<file path="src/rtl/pc_fetch_unit.sv">
// pc_fetch_unit: PC register and one-outstanding fetch FSM feeding ID; optional PC_ADDR_ERR_EN traps misaligned PCs.
module pc_fetch_unit #(
  parameter logic [31:0] RESET_VECTOR = 32'hBFC0_0000,
  parameter logic [31:0] EXC_VECTOR   = 32'hBFC0_0380
) (
  input  logic        i_clk,
  input  logic        i_rst_n,
  input  logic        i_redirect_en,
  input  logic [31:0] i_redirect_addr,
  input  logic        i_flush,
  input  logic [31:0] i_flush_addr,
  input  logic        i_id_stall,
  output logic        o_inst_req,
  output logic [31:0] o_inst_addr,
  input  logic        i_inst_addr_ok,
  input  logic [31:0] i_inst_rdata,
  input  logic        i_inst_data_ok,
  output logic        o_if_valid,
  output logic [31:0] o_if_inst,
  output logic [31:0] o_if_pc,
  output logic [31:0] o_next_instaddress,
  output logic        o_fetch_adel
);
  typedef enum logic [1:0] {S_REQ, S_WAIT, S_HOLD, S_ERR} state_t;
`ifdef PC_ADDR_ERR_EN
  localparam logic [31:0] PC_MASK = 32'hFFFF_FFFF;
`else
  localparam logic [31:0] PC_MASK = 32'hFFFF_FFFC;
`endif
  state_t      r_state, w_state_nxt;
  logic [31:0] r_pc, r_pend_addr, r_buf, r_if_pc, w_pc_nxt;
  logic        r_pend_v, r_drop, w_pc_ok, w_hs, w_data, w_err;
`ifdef PC_ADDR_ERR_EN
  assign w_pc_ok      = r_pc[1:0] == 2'b00;
  assign o_fetch_adel = r_state == S_ERR;
`else
  assign w_pc_ok      = 1'b1;
  assign o_fetch_adel = 1'b0;
`endif
  assign o_inst_req         = i_rst_n && r_state == S_REQ && w_pc_ok;
  assign o_inst_addr        = r_pc;
  assign o_if_valid         = r_state == S_HOLD || r_state == S_ERR;
  assign o_if_inst          = r_buf;
  assign o_if_pc            = r_if_pc;
  assign o_next_instaddress = r_if_pc + 32'd4;
  assign w_hs   = o_inst_req && i_inst_addr_ok;
  assign w_data = r_state == S_WAIT && i_inst_data_ok;
  assign w_err  = r_state == S_REQ && !w_pc_ok && !i_flush;
  // flush beats a same-cycle redirect; a redirect at the handshake skips the pending slot
  assign w_pc_nxt = (i_flush ? i_flush_addr : i_redirect_en ? i_redirect_addr :
                     r_pend_v ? r_pend_addr : r_pc + 32'd4) & PC_MASK;
  // state register
  always_ff @(posedge i_clk or negedge i_rst_n)
    if (!i_rst_n) r_state <= S_REQ;
    else r_state <= w_state_nxt;
  // next state: flush aborts the held word, or leaves a request in flight to be dropped
  always_comb begin
    w_state_nxt = r_state;
    case (r_state)
      S_REQ:   w_state_nxt = w_err ? S_ERR : w_hs ? S_WAIT : S_REQ;
      S_WAIT:  w_state_nxt = !i_inst_data_ok ? S_WAIT : (r_drop || i_flush) ? S_REQ : S_HOLD;
      S_HOLD:  w_state_nxt = (i_flush || !i_id_stall) ? S_REQ : S_HOLD;
      default: w_state_nxt = i_flush ? S_REQ : S_ERR;
    endcase
  end
  // PC, pending redirect, drop flag and the word/PC presented to ID
  always_ff @(posedge i_clk or negedge i_rst_n)
    if (!i_rst_n) begin
      r_pc        <= RESET_VECTOR & PC_MASK;
      r_pend_v    <= 1'b0;
      r_pend_addr <= EXC_VECTOR;
      r_drop      <= 1'b0;
      r_buf       <= '0;
      r_if_pc     <= '0;
    end else begin
      if (i_flush || w_hs) r_pc <= w_pc_nxt;
      r_pend_v <= !i_flush && !w_hs && (i_redirect_en || r_pend_v);
      if (i_redirect_en) r_pend_addr <= i_redirect_addr;
      r_drop <= (i_flush && ((r_state == S_WAIT && !i_inst_data_ok) || w_hs)) || (r_drop && !w_data);
      if (w_hs || w_err) r_if_pc <= r_pc;
      if (w_err) r_buf <= '0;
      else if (w_data && !r_drop && !i_flush) r_buf <= i_inst_rdata;
    end
endmodule

</file>
<file path="config.mk">
export PLATFORM = sky130hd
export DESIGN_NAME = pc_fetch_unit
export DESIGN_NICKNAME = d
export VERILOG_FILES = /design/src/rtl/pc_fetch_unit.sv
export SDC_FILE = /design/constraint.sdc
export NUM_CORES = 1
export LEC_CHECK = 0
export CAP_MARGIN = 40
export CORE_MARGIN = 2
export CORE_UTILIZATION = 46
export DETAILED_ROUTE_END_ITERATION = 12
export PLACE_DENSITY = 0.86
export SLEW_MARGIN = 20
export SYNTH_ARGS = -nofsm -noshare
export SYNTH_HDL_FRONTEND = slang
export SYNTH_SLANG_ARGS = --single-unit
export TNS_END_PERCENT = 1
</file>
<file path="constraint.sdc">
create_clock -name i_clk -period 2.1 [get_ports i_clk]
set_input_delay 0.42 -clock i_clk [delete_from_list [all_inputs] [get_ports i_clk]]
set_output_delay 0.42 -clock i_clk [all_outputs]
set_load 0.005 [all_outputs]
</file>
==> impl_metrics.yaml <==
setup_path:
  cp-end-kind: "primary output"
  cp-start-kind: "flop"
  r2r-start: "o_inst_addr[22]"
  crit_fanout: 4
  critPathKind: "flop to primary output"
  crit_arrival_ns: 1.93
  startpoint: "o_if_pc[6]"
  worstPathRequired_ns: 1.68
routing:
  wl_per_cell_microns: 18.6
  drtIter0Drc: 475
  drt-vias-per-instance: 5.58
  detail-route-antenna-nets: 0
  via_count: 6539
  drt-total-wl_microns: 21800
  first_pass_iters: 5
  drc_errors: 0
power_and_ir_drop:
  leakage_nw: 4.48
  ir_drop_v: 0.000554
  power_density_nw_per_um2: 974
run_status:
  outcome: "complete, but fails checks"
  violations: "negative setup slack"
timing:
  hold-worst-slack_ns: 0.138
  rsz0062_at_grt: "true"
  timing.final.ws_setup_ns: -0.252
  fin_tns_setup_ns: -3.36
  finClkSkew_ns: 0.00871
  period_needed_ns: 2.35
  worst_pin_slew_ns: 0.634
  setup_viol: 21
  fmaxAchievable_mhz: 425
  fin_crit_sh: 1.12
  drv_slew: 0
  relSlewSlack: 0.578
  hold_viol_final: 0
clock_network:
  cts.sinks: 126
  clock_path_buffers: 2
  ctsHtreeMaxLevel: 4
  tritoncts: "yes"
  clk_pin_slew_ns: 0.06
  cts-root-buf: "clkbuf_16"
  numCtsBuffers: 17
  clk_latency_ns: 0.42
synthesis:
  synth_edf_count: 0
  yosysSeqAreaShare: 0.473
  synthCells: 691
  synth_flop_cell: "dfrtp_1"
  netlist_area_sq_um: 6720
  yosysWarnings: 0
  async_flop_share: 1.00
  synthesis.area_per_instance_sq_um: 9.72
  ys_types: 58
  synth_seq_cells: 126
cells_and_area:
  syn_to_final_growth_pct: 53.8
  post_route_cells_drive_above_1_share: 0.256
  diodes: 0
  register_area_sq_um: 3180
  final_common_cell: "clkdlybuf4s50_1"
  final_core_util: 0.716
  nFillCells: 1002
  fin_nets: 1079
  multi_input_comb_area_sq_um: 3340
  final_cell_mix: "clkdlybuf4s50_1, nand2_1, dfrtp_1"
worst_hold_path:
  hold_path.class: "input port to async pin"
grt:
  grt_pass1_vias: 6387
  grt_max_degree: 51
  grt_pass1_wl_microns: 34100
  antenna_found_initial: 0
  grt.total_usage: 0.278
  grt_overflow: 0
flow_run:
  drv_cap: 0
floorplan:
  dieHeight_microns: 125
  coreArea_sq_um: 14400
  pin_count: 234
  die-area_sq_um: 15600
  rows: 44
  start_util: 0.466
  die-width_microns: 125
placed_design:
  dpl.hpwl_microns: 15500
  portBuffers: 222
  gp_congestion: 0.908
## worst paths after layout
kind	endpoint	slack [ns]	depth (start not counted)
worst max-delay path	o_next_instaddress[28]	-0.25	8
worst min-delay path	r_pend_addr[21]	0.14	2
worst max register to register	o_inst_addr[27]	0.15	5
worst min register to register	r_pend_addr[9]	0.49	2
max in group asynchronous	r_state[0]	1.36	2
min in group i_clk	r_pend_addr[26]	0.46	3
## routing by layer
metal,wire [microns],vias up,track usage
li1,-,2999,-
met1,8710,3102,0.360
met2,10400,356,0.451
met3,1540,82,0.0460
met4,1120,0,0.142
met5,0,-,0
## Yosys cell counts (3+ instances only)
| library cell | n | area (sq um) |
|---|---|---|
| nand3_1 | 20 | 100 |
| o31ai_1 | 5 | 37.5 |
| nand4_1 | 15 | 93.8 |
| a21o_1 | 3 | 22.5 |
| buf_2 | 5 | 25.0 |
| a211oi_1 | 6 | 45.0 |
| a221oi_1 | 16 | 140 |
| dfstp_2 | 21 | 552 |
| nand2_1 | 124 | 465 |
| and2_1 | 3 | 18.8 |
| mux2_2 | 57 | 642 |
| inv_1 | 18 | 67.6 |
| buf_4 | 8 | 60.1 |
| nor2_1 | 35 | 131 |
| nor3_2 | 4 | 40.0 |
| clkbuf_1 | 27 | 101 |
| xor2_1 | 9 | 78.8 |
| o22ai_1 | 4 | 25.0 |
| buf_1 | 8 | 30.0 |
| nor2b_1 | 4 | 25.0 |
| o21ai_0 | 41 | 205 |
| xnor2_1 | 30 | 263 |
| a31oi_1 | 7 | 43.8 |
| clkbuf_8 | 4 | 55.1 |
| a21oi_1 | 22 | 110 |
| mux2i_1 | 13 | 130 |
| o221ai_1 | 3 | 26.3 |
| o21ai_1 | 3 | 15.0 |
| dfrtp_1 | 105 | 2630 |
| a22o_1 | 3 | 26.3 |
| nor3_1 | 18 | 90.1 |
| o211ai_1 | 5 | 37.5 |
| and3_1 | 10 | 62.6 |
| and4_1 | 5 | 43.8 |
## power by group
part / leakage, nW / switching [mW] / internal [mW]
registers: 1.51 / 0.408 / 3.06
logic: 2.66 / 1.35 / 2.08
clock network: 0.310 / 1.09 / 2.08
total: 4.48 / 2.85 / 7.22
## metrics by stage
stage / worst slack (ns) / cells / power (mW) / area [sq um]
final: -0.252 / 1171 / 10.1 / 10300
after global routing: -0.335 / 1171 / 10.5 / 10300
after CTS: -0.260 / 1171 / 10.0 / 10300
after detailed placement: -0.352 / 1128 / 6.91 / 9580
after global placement: -0.280 / 1126 / 6.76 / 9540
after floorplan: 0.104 / 697 / 4.60 / 6740
## flip-flops by register name, summed over array words and instances, names as in the netlist
name,count
o_inst_addr,30
o_if_pc,30
r_pend_v,1
r_pend_addr,30
r_state,2
o_if_inst,32
r_drop,1
## cell families after synthesis
kind of cell,count (synthesis),share of synthesized area
flops,126,0.473
simple gates,251,0.178
fa+ha+maj,2,0.00373
mux,70,0.115
compound gates,130,0.125
other cells,1,0.000558
xor+xnor,39,0.0509
buf+inv,72,0.0538
## critical path: stages, from the launching register on
cell,delay [ns]
dfrtp_1,0.34
nand4_1,0.17
buf_4,0.20
nor2_4,0.12
and3_4,0.22
buf_6,0.12
nand3_2,0.10
xnor2_2,0.13
buf_2,0.12
## what timing repair did
item | 4_1_cts | 5_1_grt
pin swaps | 11 | 9
endpoints found under the hold margin | 4 | 0
hold buffers | 1 | 0
endpoints found under the setup margin | 29 | 26
gates resized for setup | 78 | 33
setup buffers | 10 | 0
## layout make-up
cell class / count / area share
sequential: 126 / 0.308
clock inverter: 10 / 0.0155
timing repair buffer: 312 / 0.279
multi-input combinational: 499 / 0.323
inverter: 18 / 0.00654
clock buffer: 22 / 0.0459
tap: 184 / 0.0223
Note: power is estimated with default switching activity, not from simulation.
